File: src/rtl/conv_frame_sequencer.sv
// ============================================================================
// Module   : conv_frame_sequencer
// Purpose  : Walks a KxK window across a frame in pixel RAM, feeds each window
//            to the convolution unit and writes its result with backpressure.
// Revision : 1.0 - initial release
// ============================================================================
`default_nettype none

module conv_frame_sequencer #(
  parameter int DATA_WIDTH   = 8,
  parameter int KERNEL_SIZE  = 3,
  parameter int RESULT_WIDTH = 16,
  parameter int IMG_W        = 8,
  parameter int IMG_H        = 8,
  parameter int ADDR_WIDTH   = 6
) (
  input  logic                                        clk,
  input  logic                                        rst,
  input  logic                                        frame_start,
  output logic                                        busy,
  output logic                                        frame_done,
  output logic                                        pix_rd_en,
  output logic [ADDR_WIDTH-1:0]                       pix_rd_addr,
  input  logic [DATA_WIDTH-1:0]                       pix_rd_data,
  output logic [KERNEL_SIZE*KERNEL_SIZE*DATA_WIDTH-1:0] win_data,
  output logic                                        conv_start,
  input  logic                                        conv_valid,
  input  logic [RESULT_WIDTH-1:0]                     conv_result,
  output logic                                        res_wr_en,
  output logic [ADDR_WIDTH-1:0]                       res_wr_addr,
  output logic [RESULT_WIDTH-1:0]                     res_wr_data,
  input  logic                                        res_wr_ready
);

  localparam int c_k2    = KERNEL_SIZE * KERNEL_SIZE;
  localparam int c_tap_w = $clog2(c_k2 + 1);
  localparam int c_kx_w  = $clog2(KERNEL_SIZE + 1);
  localparam int c_ow    = IMG_W - KERNEL_SIZE + 1;
  localparam int c_oh    = IMG_H - KERNEL_SIZE + 1;

  localparam logic [ADDR_WIDTH-1:0] c_addr_one  = ADDR_WIDTH'(1);
  localparam logic [ADDR_WIDTH-1:0] c_col_last  = ADDR_WIDTH'(c_ow - 1);
  localparam logic [ADDR_WIDTH-1:0] c_row_last  = ADDR_WIDTH'(c_oh - 1);
  // Jump from the last tap of one kernel row to the first tap of the next.
  localparam logic [ADDR_WIDTH-1:0] c_tap_row_step = ADDR_WIDTH'(IMG_W - KERNEL_SIZE + 1);
  // Jump from the last window of an output row to the first of the next.
  localparam logic [ADDR_WIDTH-1:0] c_win_row_step = ADDR_WIDTH'(KERNEL_SIZE);
  localparam logic [c_tap_w-1:0]    c_tap_one      = c_tap_w'(1);
  localparam logic [c_tap_w-1:0]    c_tap_last_rd  = c_tap_w'(c_k2 - 1);
  localparam logic [c_tap_w-1:0]    c_tap_end      = c_tap_w'(c_k2);
  localparam logic [c_kx_w-1:0]     c_kx_one       = c_kx_w'(1);
  localparam logic [c_kx_w-1:0]     c_kx_last      = c_kx_w'(KERNEL_SIZE - 1);

  typedef enum logic [2:0] {
    S_IDLE    = 3'd0,
    S_FETCH   = 3'd1,
    S_ISSUE   = 3'd2,
    S_WAIT    = 3'd3,
    S_WRITE   = 3'd4,
    S_ADVANCE = 3'd5
  } state_t;

  state_t                  r_state;
  logic [ADDR_WIDTH-1:0]   r_row;
  logic [ADDR_WIDTH-1:0]   r_col;
  logic [ADDR_WIDTH-1:0]   r_base;
  logic [ADDR_WIDTH-1:0]   r_out_idx;
  logic [c_tap_w-1:0]      r_tap;
  logic [c_kx_w-1:0]       r_kx;
  logic                    r_busy;
  logic                    r_frame_done;
  logic                    r_pix_rd_en;
  logic [ADDR_WIDTH-1:0]   r_pix_rd_addr;
  logic                    r_conv_start;
  logic                    r_res_wr_en;
  logic [ADDR_WIDTH-1:0]   r_res_wr_addr;
  logic [RESULT_WIDTH-1:0] r_res_wr_data;
  logic [DATA_WIDTH-1:0]   r_win [c_k2];
  logic                    w_last_window;

  assign w_last_window = (r_col == c_col_last) && (r_row == c_row_last);

  always_ff @(posedge clk or posedge rst) begin
    if (rst) begin
      r_state       <= S_IDLE;
      r_row         <= '0;
      r_col         <= '0;
      r_base        <= '0;
      r_out_idx     <= '0;
      r_tap         <= '0;
      r_kx          <= '0;
      r_busy        <= 1'b0;
      r_frame_done  <= 1'b0;
      r_pix_rd_en   <= 1'b0;
      r_pix_rd_addr <= '0;
      r_conv_start  <= 1'b0;
      r_res_wr_en   <= 1'b0;
      r_res_wr_addr <= '0;
      r_res_wr_data <= '0;
    end else begin
      case (r_state)
        S_IDLE: begin
          if (frame_start) begin
            r_state       <= S_FETCH;
            r_busy        <= 1'b1;
            r_row         <= '0;
            r_col         <= '0;
            r_base        <= '0;
            r_out_idx     <= '0;
            r_tap         <= '0;
            r_kx          <= '0;
            r_pix_rd_en   <= 1'b1;
            r_pix_rd_addr <= '0;
          end
        end

        // Read for tap t is on the bus while r_tap == t; its data lands one
        // cycle later and is captured by the window register below.
        S_FETCH: begin
          if (r_tap == c_tap_end) begin
            r_tap        <= '0;
            r_conv_start <= 1'b1;
            r_state      <= S_ISSUE;
          end else begin
            r_tap <= r_tap + c_tap_one;
            if (r_tap == c_tap_last_rd) begin
              r_pix_rd_en   <= 1'b0;
              r_pix_rd_addr <= '0;
            end else if (r_kx == c_kx_last) begin
              r_kx          <= '0;
              r_pix_rd_addr <= r_pix_rd_addr + c_tap_row_step;
            end else begin
              r_kx          <= r_kx + c_kx_one;
              r_pix_rd_addr <= r_pix_rd_addr + c_addr_one;
            end
          end
        end

        S_ISSUE: begin
          r_conv_start <= 1'b0;
          r_state      <= S_WAIT;
        end

        S_WAIT: begin
          if (conv_valid) begin
            r_res_wr_data <= conv_result;
            r_res_wr_addr <= r_out_idx;
            r_res_wr_en   <= 1'b1;
            r_state       <= S_WRITE;
          end
        end

        S_WRITE: begin
          if (res_wr_ready) begin
            r_res_wr_en  <= 1'b0;
            r_frame_done <= w_last_window;
            r_state      <= S_ADVANCE;
          end
        end

        S_ADVANCE: begin
          r_frame_done <= 1'b0;
          r_out_idx    <= r_out_idx + c_addr_one;
          if (w_last_window) begin
            r_busy  <= 1'b0;
            r_row   <= '0;
            r_col   <= '0;
            r_state <= S_IDLE;
          end else begin
            r_state     <= S_FETCH;
            r_kx        <= '0;
            r_pix_rd_en <= 1'b1;
            if (r_col != c_col_last) begin
              r_col         <= r_col + c_addr_one;
              r_base        <= r_base + c_addr_one;
              r_pix_rd_addr <= r_base + c_addr_one;
            end else begin
              r_col         <= '0;
              r_row         <= r_row + c_addr_one;
              r_base        <= r_base + c_win_row_step;
              r_pix_rd_addr <= r_base + c_win_row_step;
            end
          end
        end

        default: r_state <= S_IDLE;
      endcase
    end
  end

  // Only FETCH writes the window, so it stays frozen through ISSUE and WAIT.
  always_ff @(posedge clk or posedge rst) begin
    if (rst) begin
      for (int t = 0; t < c_k2; t++) r_win[t] <= '0;
    end else if (r_state == S_FETCH) begin
      for (int t = 0; t < c_k2; t++) begin
        if (r_tap == c_tap_w'(t + 1)) r_win[t] <= pix_rd_data;
      end
    end
  end

  for (genvar t = 0; t < c_k2; t++) begin : g_win_pack
    assign win_data[t*DATA_WIDTH +: DATA_WIDTH] = r_win[t];
  end

  assign busy        = r_busy;
  assign frame_done  = r_frame_done;
  assign pix_rd_en   = r_pix_rd_en;
  assign pix_rd_addr = r_pix_rd_addr;
  assign conv_start  = r_conv_start;
  assign res_wr_en   = r_res_wr_en;
  assign res_wr_addr = r_res_wr_addr;
  assign res_wr_data = r_res_wr_data;

endmodule

`default_nettype wire

File: config.mk
export PLATFORM = sky130hd
export DESIGN_NAME = conv_frame_sequencer
export DESIGN_NICKNAME = d
export VERILOG_FILES = /design/src/rtl/conv_frame_sequencer.sv
export SDC_FILE = /design/constraint.sdc
export NUM_CORES = 1
export LEC_CHECK = 0
export CAP_MARGIN = 10
export CORE_ASPECT_RATIO = 0.6
export CORE_MARGIN = 2
export CORE_UTILIZATION = 55
export DETAILED_ROUTE_END_ITERATION = 10
export PLACE_DENSITY = 0.86
export SLEW_MARGIN = 20
export SYNTH_ARGS = -nofsm -noshare
export SYNTH_HDL_FRONTEND = slang
export SYNTH_SLANG_ARGS = --single-unit
File: constraint.sdc
create_clock -name clk -period 10.47 [get_ports clk]
set_input_delay 1.047 -clock clk [delete_from_list [all_inputs] [get_ports clk]]
set_output_delay 1.047 -clock clk [all_outputs]
set_load 0.05 [all_outputs]
# Word-level counts from Yosys, hierarchy flattened
# Index checks and enable logic that the tools add are counted.
dict set report word_totals {
  reg_bits 138
  inputBits 29
  wordCells 135
}
dict set report classes {
  addsub 9
  n_eq_ne 28
  mux 44
  reduce_logical 30
}
# cell n
set op_table {}
lappend op_table {{6-bit 2-to-1 mux} 10}
lappend op_table {{6-bit case mux with 2 select lines} 4}
lappend op_table {{6-bit by 1-bit adder with 6-bit output, second input constant} 5}
lappend op_table {{2-bit AND reduction} 14}
lappend op_table {{2-bit != test, second input constant} 9}
lappend op_table {{3-bit case mux with 6 select lines} 1}
lappend op_table {{6-bit case mux with 3 select lines} 1}
lappend op_table {{4-bit by 3-bit == test with 1-bit output, second input constant} 4}
lappend op_table {{6-bit by 3-bit == test with 1-bit output, second input constant} 2}
lappend op_table {{3-bit 2-to-1 mux} 4}
lappend op_table {{3-bit AND reduction} 4}
lappend op_table {{1-bit 2-to-1 mux} 10}
lappend op_table {{2-bit 2-to-1 mux} 5}
lappend op_table {{5-bit AND reduction} 2}
lappend op_table {{2-bit nonzero test} 5}
lappend op_table {{4-bit by 2-bit == test with 1-bit output, second input constant} 2}
lappend op_table {{4-bit == test, second input constant} 2}
lappend op_table {{4-bit 2-to-1 mux} 2}
lappend op_table {{1-bit case mux with 2 select lines} 4}
lappend op_table {{4-bit case mux with 2 select lines} 1}
lappend op_table {{4-bit AND reduction} 2}
lappend op_table {{6-bit by 2-bit adder with 6-bit output, second input constant} 1}
lappend op_table {{6-bit by 3-bit adder with 6-bit output, second input constant} 1}
lappend op_table {{3-bit by 2-bit == test with 1-bit output, second input constant} 2}
lappend op_table {{other kinds (13)} 14}

# Depth between registers and ports, before layout
# Gate-level depths: netlist of run 1.
dict set report depth {
  depth_word 5
  ltp_mapped 10
}

# Worst setup path before layout of run 1
# No wires, ideal clock.
dict set report synth_path {
  path_kind {input -> register}
  from {input port frame_start}
  to {register r_base[2]}
  setup_ns 0.133
  t_arrival_ns 2.245
  required_time_ns 10.337
  path_slack_ns 8.092
  stages 6
  n_path_buf 1
  cell_sequence {or4b_1 -> nand2_2 -> o2bb2ai_1 -> buf_2 -> o31ai_1 -> o21ai_0}
}
dict set report synth_via {
  elab_chain_cells 2
}
# item line_no
set synth_rtl {}
lappend synth_rtl {{start, declared} 19} ;# input logic frame_start,
lappend synth_rtl {{2-bit != test (no line)} --}
lappend synth_rtl {{3-bit AND reduction (no line)} --}
lappend synth_rtl {{end signal, assigned} 175} ;# r_base <= r_base + c_addr_one;
lappend synth_rtl {{end signal, assigned} 180} ;# r_base <= r_base + c_win_row_step;
lappend synth_rtl {{end, declared} 66} ;# logic [ADDR_WIDTH-1:0] r_base;
# Every way passes these cells.
# A chain may end at the register's enable or synchronous reset.

# Final worst setup path of run 1
dict set report layout_path {
  from {register r_tap[3]}
  to {register r_pix_rd_addr[3] (netlist: pix_rd_addr[3])}
}
dict set report layout_via {
  elab_chain_cells 4
  elab_cells_between_ends 7
  classes_between {eq/ne: 3; mux: 3; reduce/logical: 1}
}
# item line_no
set layout_rtl {}
lappend layout_rtl {{start, declared} 68} ;# logic [c_tap_w-1:0] r_tap;
lappend layout_rtl {{start signal, assigned} 125} ;# r_tap <= r_tap + c_tap_one;
lappend layout_rtl {{4-bit == test} 126} ;# if (r_tap == c_tap_last_rd) begin
lappend layout_rtl {{6-bit 2-to-1 mux} 126}
lappend layout_rtl {{6-bit 2-to-1 mux} 120} ;# if (r_tap == c_tap_end) begin
lappend layout_rtl {{6-bit case mux with 3 select lines} 101} ;# case (r_state)
lappend layout_rtl {{end signal, assigned} 131} ;# r_pix_rd_addr <= r_pix_rd_addr + c_tap_row_step;
lappend layout_rtl {{end signal, assigned} 134} ;# r_pix_rd_addr <= r_pix_rd_addr + c_addr_one;
lappend layout_rtl {{end signal, assigned} 176} ;# r_pix_rd_addr <= r_base + c_addr_one;
lappend layout_rtl {{end, declared} 73} ;# logic [ADDR_WIDTH-1:0] r_pix_rd_addr;
# Parallel ways exist; a longest one is shown, timed or not. The select of a mux whose other input is x is not followed.

==> results of run 1 <==
worst min path at each step:
stage | startpoint | endpoint | slack (ns) | depth (start not counted)
CTS | res_wr_data[5] | res_wr_data[5] | 0.51 | 1
detailed placement | res_wr_data[5] | res_wr_data[5] | 0.49 | 1
finish | res_wr_data[5] | res_wr_data[5] | 0.51 | 1
floorplan | r_out_idx[5] | r_out_idx[5] | 0.45 | 1
global route | res_wr_data[3] | res_wr_data[3] | 0.51 | 1
global placement | r_kx[0] | r_kx[0] | 0.48 | 1
state kept, by name, indices dropped and copies added (netlist names):
| register | flops |
|---|---|
| res_wr_addr | 6 |
| r_row | 6 |
| busy | 1 |
| res_wr_en | 1 |
| win_data | 72 |
| r_kx | 2 |
| r_base | 6 |
| r_out_idx | 6 |
| pix_rd_addr | 6 |
| r_tap | 4 |
| conv_start | 1 |
| pix_rd_en | 1 |
| r_state | 3 |
| res_wr_data | 16 |
| r_col | 6 |
| frame_done | 1 |
routing by layer:
layer,vias to the layer above,share of wire,track usage
met5,-,0,0
met2,178,0.48,0.436
met3,22,0.064,0.0734
li1,2035,-,-
met1,2321,0.44,0.385
met4,0,0.015,0.0845
critical path: stages (launching register included):
cell and delay, ns:
dfrtp_1 0.60, nor4bb_1 0.85, nor2_1 0.25, o2bb2ai_1 0.74, o21ai_0 0.25, o21ai_0 0.12
final cells by class:
| cell class | instances | area (sq um) | share of cell area |
|---|---|---|---|
| Timing Repair Buffer | 137 | 1370 | 0.168 |
| Tap cell | 139 | 174 | 0.0213 |
| Clock buffer | 18 | 429 | 0.0527 |
| Clock inverter | 13 | 194 | 0.0238 |
| Sequential cell | 138 | 3450 | 0.424 |
| Multi-Input combinational cell | 320 | 2490 | 0.306 |
| Inverter | 9 | 38.8 | 0.00476 |
metrics by stage:
stage / setup WS (ns) / hold WS, ns / instances / area [sq um] / utilization
final: 7.57 / 0.505 / 774 / 8150 / 0.764
after global routing: 7.43 / 0.510 / 774 / 8150 / 0.764
after CTS: 7.59 / 0.506 / 773 / 8130 / 0.762
after detailed placement: 7.17 / 0.492 / 742 / 7510 / 0.704
after global placement: 7.30 / 0.478 / 742 / 7510 / 0.704
after floorplan: 5.73 / 0.453 / 489 / 6090 / -
logic make-up (layout without fill, tap and decap cells):
| group | count (synthesis) | in the layout | share of synthesized area |
|---|---|---|---|
| flops | 138 | 138 | 0.567 |
| xor+xnor | 7 | 7 | 0.0101 |
| simple gates | 121 | 121 | 0.105 |
| mux | 98 | 98 | 0.186 |
| fa+ha+maj | 10 | 10 | 0.0218 |
| buf+inv | 31 | 177 | 0.0241 |
| compound gates | 84 | 84 | 0.0853 |
layout by cell type, fill, tap and decap left out, types with 3 or more instances in the layout:
master           synthesis  routed
a21o_1                   4       4
a21oi_1                 13      13
a31oi_1                  6       6
buf_4                    0       3
bufinv_16                0       4
clkbuf_16                0      17
clkdlybuf4s50_1          0     133
clkinv_4                 0       3
clkinvlp_4               0       4
dfrtp_1                138     138
ha_1                     9       9
inv_1                    9       8
inv_6                    0       3
mux2_2                  88      88
mux2_4                   8       8
nand2_1                 37      37
nand2b_1                 5       5
nand3_1                 15      15
nor2_1                  28      28
nor2b_1                  6       6
nor3_1                   6       6
o21ai_0                 37      36
o22ai_1                  3       3
o31ai_1                  7       7
o32a_1                   3       3
xor2_1                   6       6
==> flow_summary.ini, run 1 <==
[cts]
cts_buffer_depth = 2
clock_latency_ns = 0.42
cts.reportedPaths.clkPinSlew_ns = 0.06
numCtsBuffers = 17
hold_buffers = 0
cts_root_buf = clkbuf_16
cts.sink_count = 138
cts_resized = 0
cts_tree = built
htree_levels = 4
cts_setup_buffers = 0

[global_route]
grt_overflow = 0
antenna_found_initial = 0
grt_util_all_layers = 0.278
grt_pass1_wl_mm = 25.5
grt_max_degree = 82
grt_pass1_vias = 4691

[cells_and_area]
fillCellCount = 655
antennaDiodeCount = 0
layout-drive-gt1-share = 0.222
nNetsFinal = 662
syn2layout_area_growth_pct = 33.9

[synth]
synth_common_cells = dfrtp_1 (138), mux2_2 (88), nand2_1 (37), o21ai_0 (37), nor2_1 (28)
syn_avg_cell_area_sq_um = 12.4
synth_top_cell_by_area = dfrtp_1
ys.flop_type = dfrtp_1
yosysUniqueCellTypes = 53
yosysMostFrequentCell = dfrtp_1
syn_nets = 528
yosysSeqAreaShare = 0.567
synth_seq_cells = 138
syn-cell-area_sq_um = 6090
synth_top_area_share = 0.567
ys_top_cells_by_area = dfrtp_1 (57%), mux2_2 (16%), o21ai_0 (3.0%)
yosysWarnings = 0
synth_enable_flop_cells = 0
syn_inst = 489
async_flop_share = 1.00

[route]
wl_per_cell_um = 20.5
drcViolationCount = 0
totalWireLength_mm = 15.9
drtIter0Drc = 399
antenna_left = 0
firstDrtPassIters = 5
num_vias = 4556
viasPerCell = 5.89

[worst_setup_path]
endpoint_kind = flip-flop
crit_type = reg2reg
crit_fanout = 12
r2r-end = pix_rd_addr[3]
reg2reg_from = r_tap[3]
startpoint_type = flip-flop
cp_data_required_time_ns = 10.81
crit_arrival_ns = 3.23
crit_start = r_tap[3]
rrSetupSlack_ns = 7.57
endpoint = pix_rd_addr[3]
reg2reg_depth = 5

[place]
dp_hpwl_mm = 10.6
portBuffers = 133
gp_congestion = 0.869

[flow_run]
drv_cap = 0

[outcome]
outcome = finished clean

[die]
die_y_um = 85.5
dieArea_sq_um = 12000
coreArea_sq_um = 10700
start_util = 0.570
num_rows = 29
die_x_um = 140
io_pins = 134

[timing]
rsz0062_at_grt = false
setup_tns_ns = 0
skew_ns = 0.00917
finalSetupViolCount = 0
drv_slew = 0
hold_viol_final = 0
min_period_ns = 2.90
timing.fmax_mhz = 345
finalCritPeriodShare = 0.277
tightest_slew_ns = 0.912
relSlewSlack = 0.383

[hold_path]
hold_path_class = reg2reg
Power of run 1 is not shown: default switching activity piles up to over one toggle a cycle in this logic, so the estimate is an artifact.
==> run 2: changes to the inputs <==
--- a/config.mk
+++ b/config.mk
@@ -8,9 +8,9 @@
 export CAP_MARGIN = 10
 export CORE_ASPECT_RATIO = 0.6
 export CORE_MARGIN = 2
-export CORE_UTILIZATION = 55
+export CORE_UTILIZATION = 51
 export DETAILED_ROUTE_END_ITERATION = 10
-export PLACE_DENSITY = 0.86
+export PLACE_DENSITY = 0.8
 export SLEW_MARGIN = 20
 export SYNTH_ARGS = -nofsm -noshare
 export SYNTH_HDL_FRONTEND = slang
==> constraint.sdc (replaced) <==
create_clock -name clk -period 3 [get_ports clk]
set_input_delay 0.3 -clock clk [delete_from_list [all_inputs] [get_ports clk]]
set_output_delay 0.3 -clock clk [all_outputs]
set_load 0.05 [all_outputs]
==> run 2 against run 1 <==
Net effect: maximum frequency grew 9.3%; flip-flop and latch count unchanged; cell count increased by 3.4%; critical endpoint is now pix_rd_addr[5]; critical path depth unchanged; sequential share of layout area down 0.48 points; highest routed layer unchanged; non-clock buffer count grew 4; largest cell class unchanged.
==> flow_summary.ini, run 2 (synthesis gave the netlist of run 1 again) <==
[cells_and_area]
largest_register_ffs = 72
layout_common_cells = dfrtp_1 (138), clkdlybuf4s50_1 (133), mux2_2 (88)
final_common_cell = dfrtp_1
nNetsFinal = 666
antennaDiodeCount = 0
layout-drive-gt1-share = 0.230
syn2layout_area_growth_pct = 35.4

[cts]
cts_tree = built
htree_levels = 4
clock_latency_ns = 0.43
cts_setup_buffers = 0
numCtsBuffers = 17
hold_buffers = 0
cts.reportedPaths.clkPinSlew_ns = 0.06
cts_root_buf = clkbuf_16
cts.sink_count = 138
cts_resized = 0
cts_buffer_depth = 2

[worst_setup_path]
crit_arrival_ns = 2.98
crit_top_cell = o21ai_0
crit_fanout = 21
startpoint_type = flip-flop
critical_path.top_delay_family = compound AO/OA/AOI/OAI gates
cp_data_required_time_ns = 3.33
path_buf_inv = 0
endpoint_kind = flip-flop
path_cells = or3b_1 > nor2_1 > o2bb2ai_1 > o21ai_0 > o21ai_0
max_stage_delay_ns = 0.73
crit_type = reg2reg
crit_slowest_cell = dfrtp_1

[route]
drcViolationCount = 0
viasPerCell = 5.65
firstDrtPassIters = 4
antenna_left = 0
wl_per_cell_um = 18.8
totalWireLength_mm = 15.0
num_vias = 4522
drtIter0Drc = 245

[die]
dieArea_sq_um = 12900
io_pins = 134
die_y_um = 88.6
num_rows = 30
die_x_um = 145
start_util = 0.532
coreArea_sq_um = 11400

[global_route]
antenna_found_initial = 0
grt_util_all_layers = 0.249
grt_overflow = 0
grt_pass1_vias = 4639
grt_pass1_wl_mm = 24.6
grt_max_degree = 80

[timing]
relSlewSlack = 0.431
min_period_ns = 2.65
rsz0062_at_grt = false
tightest_slew_ns = 0.854
finalCritPeriodShare = 0.883
timing.fmax_mhz = 378
skew_ns = 0.0101
finalSetupViolCount = 0
hold_viol_final = 0
drv_slew = 0
setup_tns_ns = 0

[place]
dp_hpwl_mm = 10.4
portBuffers = 133
gp_congestion = 0.850

[flow_run]
drv_cap = 0

[hold_path]
hold_path_class = in2async

[outcome]
outcome = finished clean
==> run 2: cell count changes in the layout (fill, tap and decap cells not counted), sizes merged <==
cell      delta
clkinvlp     -3
clkinv       -2
bufinv       -1
clkbuf       -1
inv          +8
buf          +4
==> run 2: path summary, 6_finish.rpt <==
check,start,endpoint,slack [ns],cells past startpoint
max reg2reg,r_state[2],pix_rd_addr[5],0.35,5
min,rst,pix_rd_addr[2],0.35,3
max,r_state[2],pix_rd_addr[5],0.35,5
min reg2reg,win_data[7],win_data[7],0.50,1
max in group asynchronous,rst,res_wr_data[11],2.27,3
min in group clk,conv_result[5],res_wr_data[5],0.49,2
==> run 2: area by class of cell <==
| class | count | area (sq um) |
|---|---|---|
| Tap cell | 160 | 200 |
| Inverter | 9 | 37.5 |
| Clock inverter | 15 | 215 |
| Clock buffer | 17 | 425 |
| Fill cell | 780 | 3210 |
| Sequential cell | 138 | 3450 |
| Timing Repair Buffer | 141 | 1420 |
| Multi-Input combinational cell | 320 | 2490 |
==> run 2: routing by layer <==
layer  up-vias  global-route usage  part of all wire
met3        27              0.0763             0.082
met5         -                   0                 0
met4         0               0.101             0.017
li1       2047                   -                 -
met1      2253               0.330              0.45
met2       195               0.390              0.45
==> run 2: through the flow <==
step           hold slack [ns]  cell area [sq um]  worst slack, ns  instances   util
2_1_floorplan            0.449               6090            0.979        489      -
3_3_place_gp             0.480               7600            0.633        768  0.664
3_5_place_dp             0.492               7600            0.461        768  0.664
4_1_cts                  0.386               8240            0.408        800  0.720
5_1_grt                  0.399               8240            0.180        800  0.720
6_report                 0.350               8240            0.351        800  0.720
==> run 2: worst reg2reg max path, delay by kind of cell (launching register included) <==
kind,cells,cell delay (ns)
AO/OA/AOI/OAI,3,1.11
flip-flops,1,0.73
AND/OR/NAND/NOR,2,0.71
Power of run 2 is left out for the same reason.
